### src/rtl/cc_line_serializer_if.sv
// Handshake bundle for cc_line_serializer: FIFO pop side plus beat read channel.
// Optional macro CC_SERIALIZER_RID_EN adds an id field to the entry and a rid_o output.
interface cc_line_serializer_if #(
   parameter int unsigned DATA_W     = 64,
   parameter int unsigned LINE_BEATS = 8,
   parameter int unsigned OFFSET_W   = 6
`ifdef CC_SERIALIZER_RID_EN
   ,
   parameter int unsigned ID_W       = 4
`endif
);
`ifdef CC_SERIALIZER_RID_EN
   localparam int unsigned ENTRY_W = ID_W + OFFSET_W + DATA_W * LINE_BEATS;
`else
   localparam int unsigned ENTRY_W = OFFSET_W + DATA_W * LINE_BEATS;
`endif

   logic               fifo_empty_i;
   logic [ENTRY_W-1:0] fifo_rdata_i;
   logic               fifo_rden_o;
   logic [DATA_W-1:0]  rdata_o;
   logic               rlast_o;
   logic               rvalid_o;
   logic               rready_i;
`ifdef CC_SERIALIZER_RID_EN
   logic [ID_W-1:0]    rid_o;
`endif

   modport master (
      input  fifo_empty_i, fifo_rdata_i, rready_i,
      output fifo_rden_o, rdata_o, rlast_o, rvalid_o
`ifdef CC_SERIALIZER_RID_EN
      , rid_o
`endif
   );

   modport slave (
      output fifo_empty_i, fifo_rdata_i, rready_i,
      input  fifo_rden_o, rdata_o, rlast_o, rvalid_o
`ifdef CC_SERIALIZER_RID_EN
      , rid_o
`endif
   );
endinterface

### src/rtl/cc_line_serializer.sv
// Pops one {offset, line} entry from a FWFT FIFO and streams it as LINE_BEATS beats,
// critical word first with wrap. Macro CC_SERIALIZER_RID_EN adds {id} capture and rid_o.
module cc_line_serializer #(
   parameter int unsigned DATA_W     = 64,
   parameter int unsigned LINE_BEATS = 8,
   parameter int unsigned OFFSET_W   = 6,
   parameter int unsigned CRIT_FIRST = 1
`ifdef CC_SERIALIZER_RID_EN
   ,
   parameter int unsigned ID_W       = 4
`endif
) (
   input logic                  clk,
   input logic                  rst,
   cc_line_serializer_if.master bus
);
   localparam int unsigned LINE_W = DATA_W * LINE_BEATS;
   localparam int unsigned BEAT_W = $clog2(LINE_BEATS);
   localparam int unsigned BYTE_W = $clog2(DATA_W / 8);

   typedef enum logic [0:0] {StIdle, StSend} state_e;

   state_e              state_q, state_d;
   logic [LINE_W-1:0]   line_q, line_d;
   logic [BEAT_W-1:0]   crit_q, crit_d;
   logic [BEAT_W-1:0]   cnt_q, cnt_d;
   logic [BEAT_W-1:0]   beat_idx;
   logic [DATA_W-1:0]   beat_data;
   logic [LINE_W-1:0]   line_in;
   logic [OFFSET_W-1:0] offset_in;
   logic                pop, last, handshake;
   logic                unused_offset;

   assign line_in   = bus.fifo_rdata_i[LINE_W-1:0];
   assign offset_in = bus.fifo_rdata_i[LINE_W +: OFFSET_W];
   // Sub-beat byte bits never select anything.
   assign unused_offset = ^offset_in;

`ifdef CC_SERIALIZER_RID_EN
   logic [ID_W-1:0] id_q, id_d;
   assign bus.rid_o = id_q;
`endif

   always_comb begin
      state_d   = state_q;
      line_d    = line_q;
      crit_d    = crit_q;
      cnt_d     = cnt_q;
      pop       = 1'b0;
      last      = (state_q == StSend) && (cnt_q == BEAT_W'(LINE_BEATS - 1));
      handshake = (state_q == StSend) && bus.rready_i;
`ifdef CC_SERIALIZER_RID_EN
      id_d      = id_q;
`endif
      unique case (state_q)
         StIdle: begin
            if (!bus.fifo_empty_i) begin
               pop     = 1'b1;
               state_d = StSend;
            end
         end
         StSend: begin
            if (handshake) begin
               if (!last) begin
                  cnt_d = cnt_q + BEAT_W'(1);
               end else if (!bus.fifo_empty_i) begin
                  pop = 1'b1;  // back-to-back line, no idle cycle
               end else begin
                  state_d = StIdle;
               end
            end
         end
      endcase
      if (pop) begin
         line_d = line_in;
         crit_d = (CRIT_FIRST != 0) ? offset_in[OFFSET_W-1:BYTE_W] : '0;
         cnt_d  = '0;
`ifdef CC_SERIALIZER_RID_EN
         id_d   = bus.fifo_rdata_i[LINE_W+OFFSET_W +: ID_W];
`endif
      end
   end

   always_ff @(posedge clk) begin
      if (rst) begin
         state_q <= StIdle;
         line_q  <= '0;
         crit_q  <= '0;
         cnt_q   <= '0;
`ifdef CC_SERIALIZER_RID_EN
         id_q    <= '0;
`endif
      end else begin
         state_q <= state_d;
         line_q  <= line_d;
         crit_q  <= crit_d;
         cnt_q   <= cnt_d;
`ifdef CC_SERIALIZER_RID_EN
         id_q    <= id_d;
`endif
      end
   end

   // Beat 0 sits at the MSB end of the line.
   assign beat_idx = crit_q + cnt_q;
   always_comb begin
      beat_data = '0;
      for (int unsigned b = 0; b < LINE_BEATS; b++) begin
         if (beat_idx == BEAT_W'(b)) begin
            beat_data = line_q[LINE_W-1-b*DATA_W -: DATA_W];
         end
      end
   end

   assign bus.fifo_rden_o = pop & ~rst;
   assign bus.rvalid_o    = (state_q == StSend);
   assign bus.rlast_o     = last;
   assign bus.rdata_o     = beat_data;
endmodule

### src/flat_wrapper.sv
// flat-port wrapper written by rule: the top's interface ports become plain ports
module cc_line_serializer_flat 
#(
   parameter int unsigned DATA_W     = 64,
   parameter int unsigned LINE_BEATS = 8,
   parameter int unsigned OFFSET_W   = 6,
   parameter int unsigned CRIT_FIRST = 1

)
  (clk, rst, bus_fifo_empty_i, bus_fifo_rdata_i, bus_rready_i, bus_fifo_rden_o, bus_rdata_o, bus_rlast_o, bus_rvalid_o);
  cc_line_serializer_if #(.DATA_W(DATA_W), .LINE_BEATS(LINE_BEATS), .OFFSET_W(OFFSET_W)) bus_i ();
  input logic clk;
  input logic rst;
  input wire logic [$bits(bus_i.fifo_empty_i)-1:0] bus_fifo_empty_i;
  input wire logic [$bits(bus_i.fifo_rdata_i)-1:0] bus_fifo_rdata_i;
  input wire logic [$bits(bus_i.rready_i)-1:0] bus_rready_i;
  output wire logic [$bits(bus_i.fifo_rden_o)-1:0] bus_fifo_rden_o;
  output wire logic [$bits(bus_i.rdata_o)-1:0] bus_rdata_o;
  output wire logic [$bits(bus_i.rlast_o)-1:0] bus_rlast_o;
  output wire logic [$bits(bus_i.rvalid_o)-1:0] bus_rvalid_o;
  assign bus_i.fifo_empty_i = bus_fifo_empty_i;
  assign bus_i.fifo_rdata_i = bus_fifo_rdata_i;
  assign bus_i.rready_i = bus_rready_i;
  assign bus_fifo_rden_o = bus_i.fifo_rden_o;
  assign bus_rdata_o = bus_i.rdata_o;
  assign bus_rlast_o = bus_i.rlast_o;
  assign bus_rvalid_o = bus_i.rvalid_o;
  cc_line_serializer #(.DATA_W(DATA_W), .LINE_BEATS(LINE_BEATS), .OFFSET_W(OFFSET_W), .CRIT_FIRST(CRIT_FIRST)) u_core (.clk(clk), .rst(rst), .bus(bus_i));
endmodule
### config.mk
export PLATFORM = sky130hd
export DESIGN_NAME = cc_line_serializer_flat
export DESIGN_NICKNAME = d
export VERILOG_FILES = /design/src/rtl/cc_line_serializer_if.sv /design/src/rtl/cc_line_serializer.sv /design/src/flat_wrapper.sv
export SDC_FILE = /design/constraint.sdc
export NUM_CORES = 1
export LEC_CHECK = 0
export BUFFER_PORTS_ARGS = -buffer_cell sky130_fd_sc_hd__buf_2
export CAP_MARGIN = 20
export CORE_AREA = 2 2 229 231
export CTS_CLUSTER_DIAMETER = 100
export CTS_CLUSTER_SIZE = 20
export DETAILED_ROUTE_END_ITERATION = 12
export DIE_AREA = 0 0 231 233
export GPL_TIMING_DRIVEN = 0
export PLACE_DENSITY = 0.72
export SETUP_SLACK_MARGIN = 0.2
export SYNTH_ARGS = -nofsm -noshare
export SYNTH_HDL_FRONTEND = slang
export SYNTH_SLANG_ARGS = --single-unit
### constraint.sdc
create_clock -name clk -period 3 [get_ports clk]
set_input_delay 0.45 -clock clk [delete_from_list [all_inputs] [get_ports clk]]
set_output_delay 0.45 -clock clk [all_outputs]
set_load 0.02 [all_outputs]
==> results.tsv, run 1 <==
stage	metric	value	unit
finish	fin_cells	3151	
placed_design	placed_cell_area	0.0243	sq mm
worst_hold_path	hold_path.class	in -> reg	
finish	postLayoutCoreUtil	54.5	%
global_route	grt_pass1_wl	136	mm
setup_path	crit_fanout	8	
floorplan	coreArea	0.0511	sq mm
setup_path	worst_ep_arrival_time	3.09	ns
route	dr.max_layer_used	met5	
synth	synth_edf_count	0	
placed_design	gp_congestion	0.931	
setup_path	endpoint_kind	output port	
timing	skew	0.0164	ns
global_route	antenna_found_initial	34	
finish	nFillCells	4410	
synth	async_flop_share	0	%
power_and_ir_drop	power_leakage	12.2	nW
timing	layout_setup_ws	-0.537	ns
setup_path	path_cells	ha_4 > inv_2 > fa_2 > buf_12 > nor2_4 > buf_12 > clkbuf_16 > buf_12 > a221oi_2 > a21oi_1 > a221o_1 > buf_6	
synth	netlist_instances	1766	
setup_path	crit_path_frequent_cell	buf_12	
power_and_ir_drop	sw_frac_of_total	29.8	%
power_and_ir_drop	power.share.clock	27.0	%
synth	synth_area_per_cell	11.6	sq um
power_and_ir_drop	p_switching	4.50	mW
placed_design	io_buffers	585	
floorplan	rows	83	
floorplan	ios	589	
finish	area_growth_syn_to_layout	36.0	%
setup_path	slowest_stage	fa_2	
route	viasPerCell	6.35	
timing	rsz0062_at_grt	yes	
power_and_ir_drop	max-vdd-ir-drop	0.419	mV
status	status	finished, violations left	
setup_path	cp.depth	12	
timing	drv_slew	0	
synth	syn-cell-area	0.0205	sq mm
clock_tree	clk_pin_slew_worst_paths	0.09	ns
power_and_ir_drop	finalPower	15.1	mW
placed_design	dp_hpwl	69.0	mm
timing	min_period	3.54	ns
finish	drive_above_1_share	46.5	%
setup_path	required	2.55	ns
route	wl_met2	45.8	mm
synth	yosysWarnings	0	
finish	final_cell_area	0.0278	sq mm
clock_tree	clock_sinks	519	
power_and_ir_drop	p_comb_share	22.8	%
route	drt_iter0_drc	2533	
synth	synthFlopType	dfxtp_1	
synth	ys_types	43	
finish	multi_input_area	0.0102	sq mm
setup_path	crit_type	reg -> out	
synth	yosysTopAreaCellShare	50.8	%
timing	timing.fmax	283	MHz
placed_design	dp_cells	3032	
clock_tree	cts_tree	yes	
finish	regArea	0.0104	sq mm
floorplan	die-area	0.0538	sq mm
timing	setup_viol	64	
floorplan	initial_core_util	40.1	%
setup_path	reg2reg_depth	10	
power_and_ir_drop	p_per_area	543	mW/mm^2
timing	hold_viol_final	0	
route	met1_length	38.9	mm
global_route	overflow	0	
clock_tree	clk_latency	0.61	ns
timing	slew_headroom	40.4	%
route	wire_per_inst	31.6	um
synth	yosys_register_bits	519	
timing	tightest_slew	0.894	ns
route	first_pass_iters	5	
setup_path	critical_path.top_delay_family	buffers and inverters	
setup_path	crit_buf_inv	6	
flow_run	cap_violations	0	
synth	synth_fp_nets	2292	
global_route	grt_util_all_layers	34.8	%
timing	period_share	118	%
status	violations	setup timing	
route	ant_nets	0	
finish	fin_nets	2966	
route	route.detailed.drc	0	
floorplan	die_w	231	um
clock_tree	numCtsBuffers	29	
route	totalWireLength	99.5	mm
synth	synth_area_leaders	dfxtp_1, a22o_1, mux2_2	
global_route	grt_pass1_vias	19500	
setup_path	startpoint_type	flop	
synth	synth_top_cell_by_area	dfxtp_1	
clock_tree	cts.path.max_buffers	3	
route	wl_met3	10.5	mm
route	vias	20000	
timing	setup_tns	-30.30	ns
clock_tree	ctsRootBufferMaster	clkbuf_16	
global_route	grt_start_max_net_pins	21	
clock_tree	htree_levels	1	
power_and_ir_drop	pwr-share-seq	50.2	%
floorplan	fp.dieH	233	um
power_and_ir_drop	intPower	10.6	mW
synth	ys_seq_area_share	50.8	%
setup_path	max_stage_delay	0.55	ns
worst_hold_path	hold_depth	2	
## path summary, 6_finish.rpt
path | slack, ns | end | startpoint
max reg2reg | 0.31 | u_core.line_q[317] | u_core.cnt_q[0]
min reg2reg | 0.47 | u_core.line_q[394] | u_core.line_q[394]
min | 0.05 | u_core.line_q[357] | bus_fifo_rdata_i[357]
max | -0.54 | bus_rdata_o[17] | u_core.cnt_q[0]
## layout by cell type (no fill, tap or decap), drive strengths merged, types with 8 or more instances in the layout
master  synthesis  layout
nor2           10      10
a22o          514     514
o21ai          39      39
mux2i          21      21
nand2          90      90
nor2b           8       8
buf           113     758
clkbuf         74     101
dfxtp         519     519
mux2          121     121
nand2b         49      49
a221oi         83      83
mux4           24      24
diode           0      32
a21oi          47      47
## state kept, by name (all words and copies together) (netlist names)
register             count
u_core.cnt_q             3
u_core.crit_q            3
u_core.line_q          512
u_core.bus.rvalid_o      1
## metal layers
layer	vias to the layer above	track usage (%)
li1	8272	-
met3	264	6.58
met4	12	14.2
met5	-	0
met2	1509	56.4
met1	9949	45.6
## logic make-up after synthesis
| logic type | count (synthesis) | synth area share [%] |
|---|---|---|
| flip-flops | 519 | 50.8 |
| AO/OA/AOI/OAI | 721 | 29.9 |
| AND/OR/NAND/NOR | 163 | 3.81 |
| multiplexers | 166 | 10.7 |
| buffers and inverters | 190 | 4.25 |
| XOR/XNOR | 3 | 0.269 |
| adder cells (fa/ha/maj) | 4 | 0.281 |
## synth_stat cells (5+ instances only)
master	n
a21oi_1	47
buf_1	22
a221oi_1	60
a32o_1	5
buf_2	81
a31oi_1	5
nor2b_1	8
mux2_4	20
nand2_1	90
a2bb2oi_1	7
o311ai_0	5
o21ai_1	31
a221oi_2	23
mux4_2	24
o211ai_1	5
nand2b_1	49
mux2_2	98
mux2i_1	21
dfxtp_1	519
buf_6	5
a221o_1	7
nor2_1	8
o21ai_0	8
a22o_1	514
buf_4	5
clkbuf_1	74
## metrics by stage
| stage | hold WS, ns | worst slack (ns) |
|---|---|---|
| floorplan | 0.434 | 0.200 |
| global placement | 0.451 | -1.56 |
| detailed placement | 0.452 | -1.20 |
| CTS | 0.0362 | -0.632 |
| global route | 0.0462 | -0.612 |
| finish | 0.0503 | -0.537 |
## area by class of cell
type	instances	area share, %
sequential	519	37.3
multi-input combinational	1057	36.6
clock buffer	30	2.62
inverter	3	0.0405
timing repair buffer	644	14.5
tap	680	3.06
antenna	32	0.288
buffer	186	5.63
## power groups by stage
stage	registers (mW)	logic, mW	clock network [mW]
after floorplan	7.62	1.51	0
after global placement	7.69	2.69	0
after detailed placement	7.71	2.73	0
after CTS	7.56	3.17	4.03
after global routing	7.63	3.55	4.28
final	7.60	3.45	4.08
## timing repair
action | in CTS | in global routing
cloned | 7 | 5
setup endpoints to repair | 454 | 292
gates resized for setup | 343 | 194
setup buffers | 30 | 16
hold buffers | 0 | 0
pin swaps | 42 | 43
No activity file was read; power rests on OpenSTA's default activity.
==> run 2: changes to the inputs <==
--- a/config.mk
+++ b/config.mk
@@ -14,7 +14,6 @@
 export DIE_AREA = 0 0 231 233
 export GPL_TIMING_DRIVEN = 0
 export PLACE_DENSITY = 0.72
-export SETUP_SLACK_MARGIN = 0.2
 export SYNTH_ARGS = -nofsm -noshare
 export SYNTH_HDL_FRONTEND = slang
 export SYNTH_SLANG_ARGS = --single-unit
==> results.tsv, run 2 (synthesis gave the netlist of run 1 again) <==
stage	metric	value	unit
global_route	antenna_found_initial	38	
route	ant_nets	0	
clock_tree	clk_pin_slew_worst_paths	0.09	ns
timing	timing.fmax	279	MHz
global_route	grt_pass1_vias	19500	
clock_tree	ctsRootBufferMaster	clkbuf_16	
timing	setup_viol	64	
clock_tree	htree_levels	1	
placed_design	io_buffers	585	
placed_design	dpl_worst_slack	-1.43	ns
timing	layout_setup_ws	-0.580	ns
timing	hold_viol_final	0	
finish	final_cell_area	0.0279	sq mm
timing	setup_tns	-30.20	ns
setup_path	worst_ep_arrival_time	3.13	ns
global_route	grt_util_all_layers	35.1	%
setup_path	crit_type	reg -> out	
status	status	finished, violations left	
finish	postLayoutCoreUtil	54.6	%
clock_tree	cts.path.max_buffers	3	
floorplan	ios	589	
setup_path	endpoint_kind	output port	
setup_path	required	2.55	ns
timing	slew_headroom	41.2	%
clock_tree	clock_sinks	519	
placed_design	gp_congestion	0.931	
worst_hold_path	holdCritStartpoint	bus_fifo_rdata_i[207]	
setup_path	startpoint	u_core.crit_q[0]	
route	first_pass_iters	6	
power_and_ir_drop	power_leakage	12.2	nW
finish	drive_above_1_share	46.8	%
finish	mostFrequentLayoutCell	buf_2	
route	viasPerCell	6.31	
timing	skew	0.0223	ns
finish	fin_cells	3143	
floorplan	die-area	0.0538	sq mm
placed_design	dp_hpwl	69.4	mm
finish	area_growth_syn_to_layout	36.3	%
status	violations	setup timing	
timing	min_period	3.58	ns
worst_hold_path	hold_path.class	in -> reg	
route	vias	19800	
timing	period_share	119	%
clock_tree	numCtsBuffers	30	
floorplan	die_w	231	um
route	route.detailed.drc	0	
global_route	grt_start_max_net_pins	21	
finish	fin_nets	2957	
placed_design	dp_cells	3033	
setup_path	crit_fanout	6	
setup_path	startpoint_type	flop	
floorplan	coreArea	0.0511	sq mm
route	wire_per_inst	31.7	um
finish	largest_reg_flops	512	
finish	regMostFlops	u_core.line_q	
flow_run	cap_violations	0	
route	totalWireLength	99.5	mm
route	drt_iter0_drc	2241	
floorplan	rows	83	
timing	tightest_slew	0.882	ns
global_route	grt_pass1_wl	137	mm
timing	rsz0062_at_grt	yes	
power_and_ir_drop	max-vdd-ir-drop	0.443	mV
finish	largestRegisters	u_core.line_q x512, u_core.cnt_q x3, u_core.crit_q x3	
placed_design	placed_cell_area	0.0243	sq mm
power_and_ir_drop	p_per_area	546	mW/mm^2
setup_path	worst_r2r_startpoint	u_core.cnt_q[0]	
finish	nFillCells	4477	
finish	final_cell_mix	buf_2, dfxtp_1, a22o_1	
clock_tree	cts.hold.buffers_added	0	
global_route	overflow	0	
floorplan	initial_core_util	40.1	%
floorplan	fp.dieH	233	um
clock_tree	cts_tree	yes	
clock_tree	clk_latency	0.62	ns
timing	drv_slew	0	
==> run 2: worst paths after layout <==
kind / endpoint / slack, ns / depth (start not counted)
worst max register to register: u_core.line_q[330] / 0.14 / 9
worst max-delay path: bus_rdata_o[55] / -0.58 / 11
worst min register to register: u_core.line_q[415] / 0.48 / 1
worst min-delay path: u_core.line_q[207] / 0.04 / 2
==> run 2: cell type report <==
class	count	area, sq um	share of cell area, %
Clock inverter	4	43.8	0.157
Clock buffer	30	751	2.69
Timing Repair Buffer	637	3990	14.3
Antenna cell	30	75.1	0.269
Inverter	3	11.3	0.0404
Sequential cell	519	10400	37.3
Multi-Input combinational cell	1057	10200	36.7
Buffer	183	1550	5.57
Tap cell	680	851	3.05
==> run 2: power breakdown <==
part           switching, mW  internal [mW]
clock network           2.41           1.80
logic                   1.84           1.59
registers              0.286           7.31
total                   4.54           10.7
==> run 2: repair_timing <==
item                                    CTS  global route
resized for setup                       359           202
buffers inserted                         26            13
endpoints found under the setup margin  138           414
gates cloned                             13             3
pin swaps                                27            57
==> run 2: critical path, stage by stage (launching register included) <==
cell and delay (ns):
dfxtp_4 0.39, ha_4 0.13, inv_2 0.03, fa_2 0.35, xor3_2 0.33, buf_12 0.20
buf_12 0.15, buf_12 0.12, mux2_4 0.31, a221oi_4 0.24, o21ai_2 0.11, buf_6 0.14
==> run 2: per-stage QoR <==
stage | hold WS [ns] | total power, mW
final | 0.0374 | 15.2
after global routing | 0.0270 | 15.6
after CTS | 0.0108 | 15.0
after detailed placement | 0.450 | 10.4
after global placement | 0.450 | 10.4
after floorplan | 0.434 | 9.12
==> run 2: metal layers <==
metal / vias up / wire, um / GRT usage, % / part of all wire (%)
li1: 8264 / - / - / -
met1: 9725 / 38700 / 44.8 / 39
met2: 1529 / 45000 / 55.8 / 45
met3: 294 / 10900 / 8.92 / 11
met4: 16 / 4780 / 15.8 / 4.8
met5: - / 106 / 0 / 0.11
==> run 3: changes to the inputs <==
--- a/config.mk
+++ b/config.mk
@@ -14,6 +14,7 @@
 export DIE_AREA = 0 0 231 233
 export GPL_TIMING_DRIVEN = 0
 export PLACE_DENSITY = 0.72
+export RECOVER_POWER = 100
 export SYNTH_ARGS = -nofsm -noshare
 export SYNTH_HDL_FRONTEND = slang
 export SYNTH_SLANG_ARGS = --single-unit
==> results.tsv, run 3 (synthesis gave the netlist of run 1 again) <==
stage	metric	value	unit
route	route.detailed.drc	0	
clock_tree	ctsRootBufferMaster	clkbuf_16	
route	totalWireLength	99.5	mm
route	ant_nets	0	
power_and_ir_drop	power_leakage	12.2	nW
setup_path	crit_type	reg -> out	
timing	slew_headroom	41.4	%
floorplan	coreArea	0.0511	sq mm
global_route	grt_util_all_layers	35.1	%
route	viasPerCell	6.32	
timing	timing.fmax	279	MHz
placed_design	dp_cells	3033	
finish	final_cell_mix	buf_2, dfxtp_1, a22o_1	
clock_tree	clock_sinks	519	
clock_tree	clk_pin_slew_worst_paths	0.09	ns
global_route	grt_pass1_wl	137	mm
global_route	overflow	0	
status	violations	setup timing	
clock_tree	cts.hold.buffers_added	0	
finish	mostFrequentLayoutCell	buf_2	
finish	drive_above_1_share	46.7	%
floorplan	die-area	0.0538	sq mm
setup_path	slowest_stage	dfxtp_4	
worst_hold_path	hold_path.class	in -> reg	
placed_design	dp_hpwl	69.4	mm
timing	tightest_slew	0.880	ns
route	vias	19900	
setup_path	critical_path.top_delay_family	buffers and inverters	
timing	skew	0.0234	ns
placed_design	dpl_worst_slack	-1.43	ns
floorplan	initial_core_util	40.1	%
clock_tree	htree_levels	1	
flow_run	cap_violations	0	
timing	drv_slew	0	
floorplan	rows	83	
route	drt_iter0_drc	2249	
finish	area_growth_syn_to_layout	36.3	%
global_route	grt_pass1_vias	19500	
timing	setup_viol	65	
finish	largest_reg_flops	512	
floorplan	fp.dieH	233	um
clock_tree	clk_latency	0.62	ns
setup_path	crit_buf_inv	5	
status	status	finished, violations left	
setup_path	worst_ep_arrival_time	3.13	ns
timing	hold_viol_final	0	
finish	regMostFlops	u_core.line_q	
timing	min_period	3.58	ns
global_route	grt_start_max_net_pins	21	
power_and_ir_drop	max-vdd-ir-drop	0.443	mV
finish	fin_nets	2957	
global_route	antenna_found_initial	38	
timing	period_share	119	%
power_and_ir_drop	p_per_area	546	mW/mm^2
clock_tree	cts.path.max_buffers	3	
timing	whs	0.0371	ns
clock_tree	numCtsBuffers	30	
finish	largestRegisters	u_core.line_q x512, u_core.cnt_q x3, u_core.crit_q x3	
finish	fin_cells	3143	
setup_path	startpoint_type	flop	
clock_tree	cts_tree	yes	
timing	layout_setup_ws	-0.579	ns
setup_path	required	2.55	ns
setup_path	max_stage_delay	0.39	ns
route	first_pass_iters	6	
setup_path	endpoint_kind	output port	
placed_design	gp_congestion	0.931	
setup_path	crit_fanout	6	
setup_path	crit_path_frequent_cell	buf_12	
route	wire_per_inst	31.7	um
floorplan	ios	589	
floorplan	die_w	231	um
timing	rsz0062_at_grt	yes	
placed_design	io_buffers	585	
finish	nFillCells	4478	
setup_path	path_cells	ha_4 > inv_2 > fa_2 > xor3_2 > buf_12 > buf_12 > buf_12 > mux2_4 > a221oi_4 > o21ai_2 > buf_6	
run 3: cell types whose count changed in the layout (fill, tap and decap cells not counted):
cell / previous run / this run
clkbuf_1: 21 / 22
a21boi_1: 1 / 0
buf_2: 592 / 591
a21boi_0: 0 / 1
run 3: layout make-up:
class / count / area (sq um) / area share [%]
antenna: 30 / 75.1 / 0.269
buffer: 183 / 1550 / 5.57
clock buffer: 30 / 751 / 2.69
clock inverter: 4 / 43.8 / 0.157
inverter: 3 / 11.3 / 0.0404
multi-input combinational: 1057 / 10200 / 36.7
sequential: 519 / 10400 / 37.3
tap: 680 / 851 / 3.05
timing repair buffer: 637 / 3990 / 14.3
run 3: per-stage QoR:
stage / power, mW / util (%) / cell area [sq um] / setup TNS (ns)
after floorplan: 9.12 / - / 20500 / 0
after global placement: 10.4 / 47.5 / 24200 / -77.65
after detailed placement: 10.4 / 47.5 / 24300 / -75.84
after CTS: 15.0 / 52.9 / 27000 / -32.75
after global routing: 15.6 / 54.6 / 27900 / -37.58
final: 15.2 / 54.6 / 27900 / -30.25
run 3: where the power goes:
group,switching [mW],internal (mW),total [mW]
Sequential,0.286,7.31,7.59
Combinational,1.84,1.59,3.43
Clock,2.41,1.80,4.22
run 3: final timing paths:
| check | from | endpoint | slack [ns] | cells after the start |
|---|---|---|---|---|
| min reg2reg | u_core.line_q[415] | u_core.line_q[415] | 0.48 | 1 |
| max | u_core.crit_q[0] | bus_rdata_o[55] | -0.58 | 11 |
| max reg2reg | u_core.cnt_q[0] | u_core.line_q[330] | 0.02 | 9 |
| min | bus_fifo_rdata_i[207] | u_core.line_q[207] | 0.04 | 2 |
run 3: timing repair:
item	4_1_cts	5_1_grt
gates cloned	13	3
buffers inserted	26	13
gates resized for setup	359	202
pin swaps	27	57
setup endpoints to repair	138	414
run 3: layer usage:
layer / share of wire [%] / global-route usage (%)
met1: 39 / 44.8
met2: 45 / 55.8
met3: 11 / 8.92
met4: 4.9 / 15.8
met5: 0.11 / 0
run 3: worst register-to-register path: cells and delay by family, from the launching register on:
| kind | cells | cell delay (ns) |
|---|---|---|
| AOI/OAI and AO/OA | 2 | 0.62 |
| adders and majority gates | 2 | 0.41 |
| buffers and inverters | 3 | 1.08 |
| DFF | 1 | 0.34 |
| and+or+nand+nor | 2 | 0.47 |
